`config.mk`:
```
export PLATFORM = sky130hd
export DESIGN_NAME = stream_copier
export DESIGN_NICKNAME = d
export VERILOG_FILES = /design/src/rtl/stream_copier_pkg.sv /design/src/rtl/stream_copier_address_stepper.sv /design/src/rtl/stream_copier.sv
export SDC_FILE = /design/constraint.sdc
export NUM_CORES = 1
export LEC_CHECK = 0
export BUFFER_PORTS_ARGS = -buffer_cell sky130_fd_sc_hd__buf_2
export CAP_MARGIN = 20
export CORE_ASPECT_RATIO = 0.8
export CORE_MARGIN = 2
export CORE_UTILIZATION = 36
export CTS_CLUSTER_DIAMETER = 30
export DETAILED_ROUTE_END_ITERATION = 7
export HOLD_SLACK_MARGIN = 0.06
export PLACE_DENSITY = 0.6
export SETUP_SLACK_MARGIN = 0.3
export SYNTH_ARGS = -nofsm -noshare
export SYNTH_HDL_FRONTEND = slang
export SYNTH_HIERARCHICAL = 1
export SYNTH_SLANG_ARGS = --single-unit
```
`constraint.sdc`:
```
create_clock -name clk -period 2.67 [get_ports clk]
set_input_delay 0.1335 -clock clk [delete_from_list [all_inputs] [get_ports clk]]
set_output_delay 0.1335 -clock clk [all_outputs]
set_load 0.05 [all_outputs]
```
`src/rtl/stream_copier_pkg.sv`:
```
// Shared widths and FSM state encoding for the stream copier and its address steppers.
package stream_copier_pkg;

    localparam int ADDRESS_BITS = 8;
    localparam int DATA_BITS    = 8;

    localparam int STATE_W = 3;

    localparam logic [STATE_W-1:0] ST_IDLE   = 3'd0;
    localparam logic [STATE_W-1:0] ST_PRIME  = 3'd1;
    localparam logic [STATE_W-1:0] ST_STREAM = 3'd2;
    localparam logic [STATE_W-1:0] ST_DRAIN  = 3'd3;
    localparam logic [STATE_W-1:0] ST_DONE   = 3'd4;

endpackage

```
`src/rtl/stream_copier_address_stepper.sv`:
```
// Address register with load and signed stride step; the add truncates, so wrap is modulo 2^addrBits.
module stream_copier_address_stepper #(
    parameter int addrBits = 8
) (
    input  logic                clk,
    input  logic                reset,
    input  logic                load,
    input  logic [addrBits-1:0] load_addr,
    input  logic                step,
    input  logic [addrBits-1:0] stride,
    output logic [addrBits-1:0] addr
);

    logic [addrBits-1:0] addr_q;
    logic [addrBits-1:0] addr_d;

    always_comb begin
        addr_d = addr_q;
        if (load) begin
            addr_d = load_addr;
        end else if (step) begin
            addr_d = addr_q + stride;
        end
    end

    always_ff @(posedge clk or negedge reset) begin
        if (!reset) begin
            addr_q <= '0;
        end else begin
            addr_q <= addr_d;
        end
    end

    assign addr = addr_q;

endmodule

```
`src/rtl/stream_copier.sv`:
```
// Block copy / constant fill between two IceRam ports with start/busy/finished handshake and abort.
// Handshake: start is a one-cycle request honoured only in IDLE or DONE; finished/aborted are levels held until the next accepted start.
module stream_copier
    import stream_copier_pkg::*;
#(
    parameter int addrBits = ADDRESS_BITS,
    parameter int dataBits = DATA_BITS
) (
    input  logic                clk,
    input  logic                reset,
    input  logic                start,
    input  logic                fillMode,
    input  logic [addrBits-1:0] startReadAddress,
    input  logic [addrBits-1:0] startWriteAddress,
    input  logic [addrBits-1:0] readStride,
    input  logic [addrBits-1:0] writeStride,
    input  logic [addrBits-1:0] numberOfWordsToCopy,
    input  logic [dataBits-1:0] fillValue,
    input  logic                abort,
    output logic                busy,
    output logic                finished,
    output logic                aborted,
    output logic [addrBits-1:0] readAddress,
    output logic                readReadWriteMode,
    input  logic [dataBits-1:0] readDataOut,
    output logic [addrBits-1:0] writeAddress,
    output logic                writeReadWriteMode,
    output logic [dataBits-1:0] writeDataIn,
    output logic [STATE_W-1:0]  state_dbg
);

    logic [STATE_W-1:0]  state_q, state_d;
    logic [addrBits-1:0] count_q, count_d;
    logic [addrBits-1:0] read_stride_q, read_stride_d;
    logic [addrBits-1:0] write_stride_q, write_stride_d;
    logic [dataBits-1:0] fill_value_q, fill_value_d;
    logic                fill_q, fill_d;
    logic                aborted_q, aborted_d;

    logic rd_load, rd_step, wr_load, wr_step, wr_en;

    always_comb begin
        state_d        = state_q;
        count_d        = count_q;
        read_stride_d  = read_stride_q;
        write_stride_d = write_stride_q;
        fill_value_d   = fill_value_q;
        fill_d         = fill_q;
        aborted_d      = aborted_q;
        rd_load        = 1'b0;
        rd_step        = 1'b0;
        wr_load        = 1'b0;
        wr_step        = 1'b0;
        wr_en          = 1'b0;

        case (state_q)
            ST_IDLE, ST_DONE: begin
                if (start) begin
                    fill_d         = fillMode;
                    fill_value_d   = fillValue;
                    read_stride_d  = readStride;
                    write_stride_d = writeStride;
                    count_d        = numberOfWordsToCopy;
                    aborted_d      = 1'b0;
                    wr_load        = 1'b1;
                    // Fill mode never touches the source port, so its address is left alone.
                    rd_load        = !fillMode && (numberOfWordsToCopy != '0);
                    if (numberOfWordsToCopy == '0) begin
                        state_d = ST_DONE;
                    end else if (fillMode) begin
                        state_d = ST_STREAM;
                    end else begin
                        state_d = ST_PRIME;
                    end
                end
            end

            ST_PRIME: begin
                rd_step = 1'b1;
                if (abort) begin
                    state_d   = ST_DONE;
                    aborted_d = 1'b1;
                end else if (count_q == addrBits'(1)) begin
                    state_d = ST_DRAIN;
                end else begin
                    state_d = ST_STREAM;
                end
            end

            ST_STREAM: begin
                wr_en   = 1'b1;
                wr_step = 1'b1;
                rd_step = !fill_q;
                count_d = count_q - addrBits'(1);
                if (abort) begin
                    state_d   = ST_DONE;
                    aborted_d = 1'b1;
                end else if (fill_q && count_q == addrBits'(1)) begin
                    state_d = ST_DONE;
                end else if (!fill_q && count_q == addrBits'(2)) begin
                    // The read for the last word was just issued; one write left.
                    state_d = ST_DRAIN;
                end
            end

            ST_DRAIN: begin
                wr_en   = 1'b1;
                wr_step = 1'b1;
                count_d = count_q - addrBits'(1);
                state_d = ST_DONE;
                if (abort) begin
                    aborted_d = 1'b1;
                end
            end

            default: begin
                state_d = ST_IDLE;
            end
        endcase
    end

    always_ff @(posedge clk or negedge reset) begin
        if (!reset) begin
            state_q        <= ST_IDLE;
            count_q        <= '0;
            read_stride_q  <= '0;
            write_stride_q <= '0;
            fill_value_q   <= '0;
            fill_q         <= 1'b0;
            aborted_q      <= 1'b0;
        end else begin
            state_q        <= state_d;
            count_q        <= count_d;
            read_stride_q  <= read_stride_d;
            write_stride_q <= write_stride_d;
            fill_value_q   <= fill_value_d;
            fill_q         <= fill_d;
            aborted_q      <= aborted_d;
        end
    end

    stream_copier_address_stepper #(.addrBits(addrBits)) u_read_stepper (
        .clk       (clk),
        .reset     (reset),
        .load      (rd_load),
        .load_addr (startReadAddress),
        .step      (rd_step),
        .stride    (read_stride_q),
        .addr      (readAddress)
    );

    stream_copier_address_stepper #(.addrBits(addrBits)) u_write_stepper (
        .clk       (clk),
        .reset     (reset),
        .load      (wr_load),
        .load_addr (startWriteAddress),
        .step      (wr_step),
        .stride    (write_stride_q),
        .addr      (writeAddress)
    );

    assign busy               = (state_q == ST_PRIME) || (state_q == ST_STREAM) || (state_q == ST_DRAIN);
    assign finished           = (state_q == ST_DONE);
    assign aborted            = aborted_q;
    assign readReadWriteMode  = 1'b0;
    assign writeReadWriteMode = wr_en;
    // Copy data comes straight from the source RAM output, which lags its address by one cycle.
    assign writeDataIn        = wr_en ? (fill_q ? fill_value_q : readDataOut) : '0;
    assign state_dbg          = state_q;

endmodule
```
[Word level (Yosys, flattened, before mapping)]
Cells that the tools add are included.
Word-level totals
  register bits after elaboration: 53
  bits in latches: 0
  bits in writable memories: 0
  bits in read-only memories: 0
  input port bits: 61
  output and inout port bits: 32
  word-level logic and storage cells: 68
  memories: 0
Cells by class
  $add $sub $neg: 3
  multipliers: 0
  divide/modulo/power cells: 0
  magnitude comparators: 0
  eq/ne operators: 9
  shift-type cells: 0
  mux-type cells: 26
  bitwise operators: 0
  reduce and logical (&&, ||, !) cells: 21
Operators with widths (number)
  two-way mux 8 bit: 7
  two-way mux 3 bit: 6
  adder 8 bit: 2
  case mux 8 bit (2 select lines): 1
  case mux 3 bit (4 select lines): 1
  == test 8 x 1 -> 1 bit (second input constant): 1
  == test 8 x 2 -> 1 bit (second input constant): 1
  zero test 8 bit: 1
  two-way mux 1 bit: 8
  nonzero test 2 bit: 4
  nonzero test 8 bit: 1
  subtractor 8 x 1 -> 8 bit (second input constant): 1
  == test 3 x 2 -> 1 bit (second input constant): 2
  AND reduction 2 bit: 3
  inequality test 4 bit (second input constant): 1
  case mux 1 bit (2 select lines): 2
  OR reduction 2 bit: 2
  == test 3 x 1 -> 1 bit (second input constant): 1
  == test 3 bit (second input constant): 1
  logical AND 1 bit: 3
  zero test 3 bit: 1
  AND reduction 3 bit: 1
  OR reduction 3 bit: 1
  zero test 1 bit: 2
  4 further kinds: 5

[Longest topological paths before layout]
Gate-level depths: netlist of the first run.
  depth in word-level cells: 6
  depth in mapped cells: 9
  mapped depth without buffers: 8

[Hierarchy]
The synthesis of the first run kept the hierarchy.
By module, submodules not included
  stream_copier: times used 1, cells each 214, area an instance 1854.3 µm²
  stream_copier_address_stepper (u_read_stepper): times used 1, cells each 82, area an instance 726.9 µm²
  stream_copier_address_stepper (u_write_stepper): times used 1, cells each 80, area an instance 699.4 µm²

[Worst setup path after synthesis of the first run]
OpenSTA, ideal clock, no wires.
  path type: reg-to-reg
  start: reg state_q[1], in the netlist state_dbg[1]
  end: reg u_write_stepper.addr_q[7], in the netlist u_write_stepper/addr[7]
  arrival: 2.517 ns
  path slack: 0.033 ns
  stages on the path, launching flop included: 9
  path buffers: 2
  clock period less this slack: 2.637 ns
  path through: dfrtp_1 -> buf_2 -> nand2b_1 -> inv_1 -> buf_2 -> nand2_1 -> or4_4 -> a31o_1 -> a31o_1
On the way
  word-level cells in the longest chain between the ends: 4
RTL lines
  from (decl): RTL line stream_copier.sv:32  | logic [STATE_W-1:0] state_q, state_d;
  from (signal assigned): RTL line stream_copier.sv:132  | state_q <= state_d;
  == test 3 x 2 -> 1 bit
  OR reduction 2 bit (no source line) (*)
  two-way mux 1 bit (*)
  named net writeReadWriteMode: RTL line stream_copier.sv:27  | output logic writeReadWriteMode,
  nonzero test 2 bit (no source line) (*)
  to (signal assigned): RTL line stream_copier_address_stepper.sv:30  | addr_q <= addr_d;
  to (decl): RTL line stream_copier_address_stepper.sv:14  | logic [addrBits-1:0] addr_q;
Mark *: on every way through the listed nets, which the timed path passes. The rest lies on a longest branch.
A chain may end at the register's enable or synchronous reset.

[Final worst setup path of the first run]
  start: reg write_stride_q[1]
  end: reg u_write_stepper.addr_q[7], in the netlist u_write_stepper/addr[7]
On the way
  word-level cells in the longest chain between the ends: 3
RTL lines
  from (decl): RTL line stream_copier.sv:35  | logic [addrBits-1:0] write_stride_q, write_stride_d;
  from (signal assigned): RTL line stream_copier.sv:135  | write_stride_q <= write_stride_d;
  adder 8 bit: RTL line stream_copier_address_stepper.sv:22  | addr_d = addr_q + stride;
  two-way mux 8 bit: RTL line stream_copier_address_stepper.sv:21  | end else if (step) begin
  two-way mux 8 bit: RTL line stream_copier_address_stepper.sv:19  | if (load) begin
Every way passes these cells. The select of a mux whose other input is x is not followed.

==> reports/metrics.cfg, run 1 <==
[outcome]
status = finished clean

[routing]
drt_pass1_iterations = 4
wl_per_cell_um = 14.04
drtIter0Drc = 203
drc = 0
routed_wl_um = 8549
viasPerCell = 5.059
num_vias = 3081
antenna_left = 0

[clocking]
postCtsSetupRepairBufs = 0
htreeDepth = 2
cts_sinks = 53
hold_buffers = 25
clkLatencyLatePin_ns = 0.29
clkTransAtPathRegs_ns = 0.07
cts_tree = done
numCtsBuffers = 5
cts-resized-gates = 0
cts_root_buf = clkbuf_16
clockBufferDepth = 2

[min_path]
hold_class = in2reg

[floorplanning]
pin_count = 93
die_h_um = 89.39
rows = 31
start_util = 0.3661
fp.dieW_um = 110.7
core_area_um2 = 8960
dieArea_um2 = 9898

[worst_setup_path]
crit_end = u_write_stepper/addr[7]$_DFFE_PN0P_
arrival_ns = 2.32
start_kind = flop
cp-startpoint = write_stride_q[1]$_DFFE_PN0P_
critical_path_cell_count = 6
critPathMaxFanout = 3
crit_chain = ha_1 -> a211oi_2 -> nor3_1 -> or4_4 -> a31o_1 -> a31o_1
worst-path-buf-inv = 0
end_kind = flop
path_delay_family = compound AO/OA/AOI/OAI gates
r2r_start = write_stride_q[1]$_DFFE_PN0P_
cp_slowest_cell = or4_4
regToRegSetupSlack_ns = 0.53
r2r_cells = 6
cpPeakStageDelay_ns = 0.50
crit_top_cell = a31o_1
cp_data_required_time_ns = 2.85
critPathKind = reg2reg
reg2reg_to = u_write_stepper/addr[7]$_DFFE_PN0P_

[logic_synthesis]
syn_area_um2 = 3281
yosysWarnings = 6
yosysMostFrequentCell = nand2_1
yosysTopAreaCell = dfrtp_1
synth_edf_count = 0
syn-mean-instance-area_um2 = 8.725
netlist.area_leader.share = 0.4043
yosysUniqueCellTypes = 58
netlist_top_cells_count = nand2_1 (97), dfrtp_1 (53), inv_1 (19), a21oi_1 (18), nor2_1 (18)
synth_area_leaders = dfrtp_1 (40%), nand2_1 (11%), ha_1 (6.5%), mux2i_1 (4.6%), a21oi_1 (2.7%)
syn_nets = 456
synthCells = 376
yosysSeqAreaShare = 0.4043
async_flop_share = 1.000
yosys_most_used_dff = dfrtp_1
ys_ff_latch = 53

[placed_design]
dpl.hpwl_um = 6246
port_buffers = 91
gp_congestion = 0.8535

[grt]
overflow = 0
grt_usage = 0.1742
first_global_vias = 2986
antenna_found_initial = 0
grt_pass1_wl_um = 14220
grt_start_max_net_pins = 54

[sta]
skew_ns = 0.006007
final.min_clock_period_ns = 2.139
fin_crit_sh = 0.8013
tns_ns = 0
max_freq_ghz = 0.4674
tightestPinTransition_ns = 0.7024
finalSetupViolations = 0
finalMaxSlewViolations = 0
relSlewSlack = 0.5318
rsz0062_at_grt = false
finalHoldViolCount = 0

[power_and_ir_drop]
peakVddDrop_v = 0.0007156
power_mw = 5.598
p_per_area_nw_per_um2 = 1305
p_leak_nw = 2.114

[run]
drv_cap = 0

[final_layout]
nets = 573
area_growth_pct = 30.78
diodes = 0
drive_above_1_share = 0.2652

-- worst min-delay path by stage --
stage	start	to	cells after the start
final	startReadAddress[2]	u_read_stepper/addr[2]$_DFFE_PN0P_	3
after global routing	startWriteAddress[1]	u_write_stepper/addr[1]$_DFFE_PN0P_	2
after CTS	startReadAddress[2]	u_read_stepper/addr[2]$_DFFE_PN0P_	3
after detailed placement	reset	u_read_stepper/addr[3]$_DFFE_PN0P_	2
after global placement	reset	u_read_stepper/addr[3]$_DFFE_PN0P_	2
after floorplan	reset	aborted$_DFFE_PN0P_	0
-- cell families after synthesis --
family | synth area share
AND/OR/NAND/NOR | 0.2399
AO/OA/AOI/OAI | 0.1724
flip-flops | 0.4043
buffers and inverters | 0.04958
adder cells (fa/ha/maj) | 0.08009
multiplexers | 0.05263
other | 0.001143
-- area by class of cell --
| cell class | count | area (um^2) |
|---|---|---|
| fill | 885 | 4669 |
| multi-input combinational | 287 | 1797 |
| sequential | 53 | 1329 |
| timing repair buffer | 127 | 788.3 |
| clock inverter | 1 | 5.005 |
| tap | 115 | 143.9 |
| clock buffer | 7 | 152.6 |
| inverter | 19 | 75.07 |
-- worst min-delay path: stages --
cell and delay, ns:
buf_2 0.08, nand2_1 0.04, o21ai_0 0.06
-- placed cells by master, fill, tap and decap left out, types with 3 or more instances in the layout --
master / count
nand2_1: 97
buf_2: 91
dfrtp_1: 51
dlygate4sd3_1: 25
inv_1: 18
a21oi_1: 18
nor2_1: 18
ha_1: 17
mux2i_1: 15
o21ai_0: 14
nor3_1: 13
buf_4: 11
nand3_1: 9
o21a_1: 6
nor2b_1: 6
clkbuf_16: 5
nand2b_1: 4
or4_4: 4
or3_1: 4
a211oi_2: 3
a31oi_1: 3
o211ai_1: 3
a221o_1: 3
nand3b_1: 3
a2bb2oi_1: 3
-- per-stage QoR --
| step | utilization | worst slack (ns) | area, um^2 | instances | hold WS, ns |
|---|---|---|---|---|---|
| floorplan | - | 0.2618 | 3294 | 376 | -0.1621 |
| global placement | 0.4333 | 0.5733 | 3882 | 576 | 0.3156 |
| detailed placement | 0.4333 | 0.5511 | 3882 | 576 | 0.3175 |
| CTS | 0.4788 | 0.5321 | 4290 | 609 | 0.06060 |
| global route | 0.4788 | 0.3987 | 4290 | 609 | 0.06789 |
| finish | 0.4788 | 0.5305 | 4290 | 609 | 0.06264 |
-- where the power goes --
part / leakage [nW] / switching (mW) / internal, mW
clock network: 0.0799 / 0.292 / 0.398
registers: 0.643 / 0.333 / 1.20
logic: 1.39 / 2.15 / 1.22
total: 2.11 / 2.77 / 2.83
-- flip-flops by register name (all words and copies together), names as in the netlist --
signal and count:
aborted 1, count_q 8, fill_q 1, fill_value_q 8
read_stride_q 8, state_dbg 3, u_read_stepper/addr 8, u_write_stepper/addr 8
write_stride_q 8
-- layer usage --
metal	share of wire	wire, um	GRT usage	vias up
li1	-	-	-	1560
met1	0.51	4321	0.2571	1417
met2	0.44	3736	0.2772	104
met3	0.057	491	0.03119	0
met4	0	0	0.02159	0
met5	0	0	0	-
No activity file was read; power rests on OpenSTA's default activity.
==> run 2, diff against run 1 <==
--- a/config.mk
+++ b/config.mk
@@ -13,7 +13,7 @@
 export CTS_CLUSTER_DIAMETER = 30
 export DETAILED_ROUTE_END_ITERATION = 7
 export HOLD_SLACK_MARGIN = 0.06
-export PLACE_DENSITY = 0.6
+export PLACE_DENSITY = 0.62
 export SETUP_SLACK_MARGIN = 0.3
 export SYNTH_ARGS = -nofsm -noshare
 export SYNTH_HDL_FRONTEND = slang
==> constraint.sdc (replaced) <==
create_clock -name clk -period 1.9 [get_ports clk]
set_input_delay 0.095 -clock clk [delete_from_list [all_inputs] [get_ports clk]]
set_output_delay 0.095 -clock clk [all_outputs]
set_load 0.05 [all_outputs]
==> run 2 against run 1 <==
Net effect: the flow now finishes with violations (negative setup slack); hold slack improved by 0.0042 ns; non-clock buffer count increased by 91; combinational power increased by 130%; sequential share of layout area decreased by 7.8 points; clock skew increased by 0.0050 ns; utilization increased by 17 points; critical endpoint is now u_read_stepper/addr[7]$_DFFE_PN0P_.
==> reports/metrics.cfg, run 2 (synthesis gave the netlist of run 1 again) <==
[outcome]
status = finished, violations left
violations = negative setup slack

[final_layout]
final_util = 0.6446  ; +0.1658
nets = 664  ; +16%
layout_commonest_cell = buf_2
drive_above_1_share = 0.5368  ; +0.2716
diodes = 0  ; unchanged
fillers = 702  ; -21%
regArea_um2 = 1339  ; +0.75%
area_growth_pct = 76.05
multi_input_area_um2 = 2382  ; +33%
design_area_um2 = 5776  ; +35%
layout_common_cells = buf_2 (89), nand2_1 (69), buf_4 (62)

[worst_setup_path]
end_kind = flop
reg2reg_to = u_read_stepper/addr[7]$_DFFE_PN0P_
start_kind = flop
arrival_ns = 2.16  ; -0.16 ns
critPathKind = reg2reg
regToRegSetupSlack_ns = -0.05  ; -0.58 ns
r2r_cells = 6  ; unchanged
cp_data_required_time_ns = 2.11  ; -0.74 ns
r2r_start = state_dbg[0]$_DFFE_PN0P_
critPathMaxFanout = 4  ; +1

[min_path]
hold_depth = 3  ; unchanged
hp-start = startWriteAddress[6]
hold_class = in2reg
whs_endpoint = u_write_stepper/addr[6]$_DFFE_PN0P_

[clocking]
numCtsBuffers = 5  ; unchanged
cts_root_buf = clkbuf_16
cts_sinks = 53  ; unchanged
htreeDepth = 2  ; unchanged
clockBufferDepth = 2  ; unchanged
clkTransAtPathRegs_ns = 0.08  ; about the same
clkLatencyLatePin_ns = 0.29  ; about the same
cts_tree = done

[sta]
skew_ns = 0.01096  ; +0.004955 ns
max_freq_ghz = 0.5120  ; +9.6%
relSlewSlack = 0.6161  ; +0.08435
final.min_clock_period_ns = 1.953  ; -0.1865 ns
tightestPinTransition_ns = 0.5714  ; -0.1309 ns
hold_slack_ns = 0.06683  ; +0.004191 ns
finalMaxSlewViolations = 0  ; unchanged
finalWorstSetupSlack_ns = -0.05295  ; -0.5835 ns
finalSetupViolations = 6  ; +6
rsz0062_at_grt = true
fin_crit_sh = 1.028  ; +0.2266
finalHoldViolCount = 0  ; unchanged

[routing]
routed_wl_um = 10660  ; +25%
drtIter0Drc = 118  ; -42%
drt_pass1_iterations = 4  ; unchanged
num_vias = 3536  ; +15%
drc = 0  ; unchanged
wl_per_cell_um = 15.23  ; +8.5%
viasPerCell = 5.051  ; -0.15%
antenna_left = 0  ; unchanged

[power_and_ir_drop]
swShare = 0.4659  ; -0.02936
pwr-share-clk = 0.083  ; -0.040
p_per_area_nw_per_um2 = 1899  ; +46%
seqPwrFrac = 0.198  ; -0.076
p_leak_nw = 2.717  ; +29%
peakVddDrop_v = 0.001313  ; +84%
comb_power_share = 0.719  ; +0.117
switching_power_mw = 5.109  ; +84%
p_int_mw = 5.858  ; +110%

[floorplanning]
die_h_um = 89.39  ; unchanged
rows = 31  ; unchanged
start_util = 0.3661  ; unchanged
core_area_um2 = 8960  ; unchanged
pin_count = 93  ; unchanged
dieArea_um2 = 9898  ; unchanged
fp.dieW_um = 110.7  ; unchanged

[grt]
grt_usage = 0.2079  ; +0.03366
grt_pass1_wl_um = 16620  ; +17%
antenna_found_initial = 0  ; unchanged
first_global_vias = 3435  ; +15%
grt_start_max_net_pins = 29  ; -46%
overflow = 0  ; unchanged

[placed_design]
post-place-ws_ns = -0.2597  ; -0.8108 ns
dpl.hpwl_um = 6848  ; +9.6%
gp_congestion = 0.8802  ; +3.1%
port_buffers = 91  ; unchanged
post_dp_cell_area_um2 = 4318  ; +11%

[run]
drv_cap = 0  ; unchanged

## run 2: changes by cell type in the layout (fill, tap and decap cells not counted), sizes merged
cell / previous run / this run
buf: 102 / 176
clkbuf: 7 / 8
clkinv: 1 / 2
clkinvlp: 1 / 3
dlygate4sd3: 25 / 39
inv: 18 / 17
## run 2: power groups by stage
| stage | Sequential [mW] | Clock (mW) | Combinational [mW] |
|---|---|---|---|
| finish | 2.18 | 0.910 | 7.88 |
| global route | 2.24 | 0.995 | 8.44 |
| CTS | 2.15 | 0.931 | 6.71 |
| detailed placement | 2.11 | 0 | 5.65 |
| global placement | 2.07 | 0 | 5.55 |
| floorplan | 2.78 | 0 | 3.24 |
## run 2: layout make-up
cell class / count / area share
Multi-Input combinational cell: 287 / 0.4125
Sequential cell: 53 / 0.2318
Timing Repair Buffer: 218 / 0.2912
Tap cell: 115 / 0.02491
Clock buffer: 5 / 0.02166
Inverter: 19 / 0.01495
Clock inverter: 3 / 0.003033
## run 2: per-layer routing
layer / part of all wire / wire [um] / GRT usage
met3: 0.028 / 295 / 0.03390
met1: 0.45 / 4800 / 0.2660
met5: 0 / 0 / 0
met2: 0.51 / 5455 / 0.3848
met4: 0.010 / 110 / 0.03182
## run 2: what timing repair did
| item | CTS | global route |
|---|---|---|
| pin swaps | 29 | 51 |
| buffers inserted | 18 | 12 |
| hold buffers | 39 | 0 |
| setup endpoints to repair | 43 | 33 |
| resized for setup | 61 | 98 |
| cloned | 0 | 2 |
| hold endpoints to repair | 91 | 0 |
## run 2: worst max-delay path by stage
stage,start,end,slack (ns),cells past startpoint
detailed placement,u_write_stepper/addr[1]$_DFFE_PN0P_,u_write_stepper/addr[7]$_DFFE_PN0P_,-0.26,6
global route,read_stride_q[1]$_DFFE_PN0P_,u_read_stepper/addr[5]$_DFFE_PN0P_,-0.14,8
CTS,read_stride_q[1]$_DFFE_PN0P_,u_read_stepper/addr[6]$_DFFE_PN0P_,-0.04,9
floorplan,state_dbg[2]$_DFFE_PN0P_,u_write_stepper/addr[7]$_DFFE_PN0P_,-0.29,7
finish,state_dbg[0]$_DFFE_PN0P_,u_read_stepper/addr[7]$_DFFE_PN0P_,-0.05,6
global placement,u_write_stepper/addr[1]$_DFFE_PN0P_,u_write_stepper/addr[7]$_DFFE_PN0P_,-0.22,6
## run 2: metrics by stage
stage / power [mW] / TNS (ns) / cells
final: 10.97 / -0.1600 / 700
after global routing: 11.67 / -0.5834 / 700
after CTS: 9.800 / -0.05484 / 686
after detailed placement: 7.759 / -0.4578 / 621
after global placement: 7.622 / -0.3164 / 621
after floorplan: 6.015 / -1.849 / 376
## run 2: critical path, cell delays in order (launching register included)
cell and delay, ns:
dfrtp_2 0.43, or3b_4 0.39, a21oi_4 0.15, nand2_1 0.07
or4_4 0.51, and4_4 0.18, o31ai_4 0.15
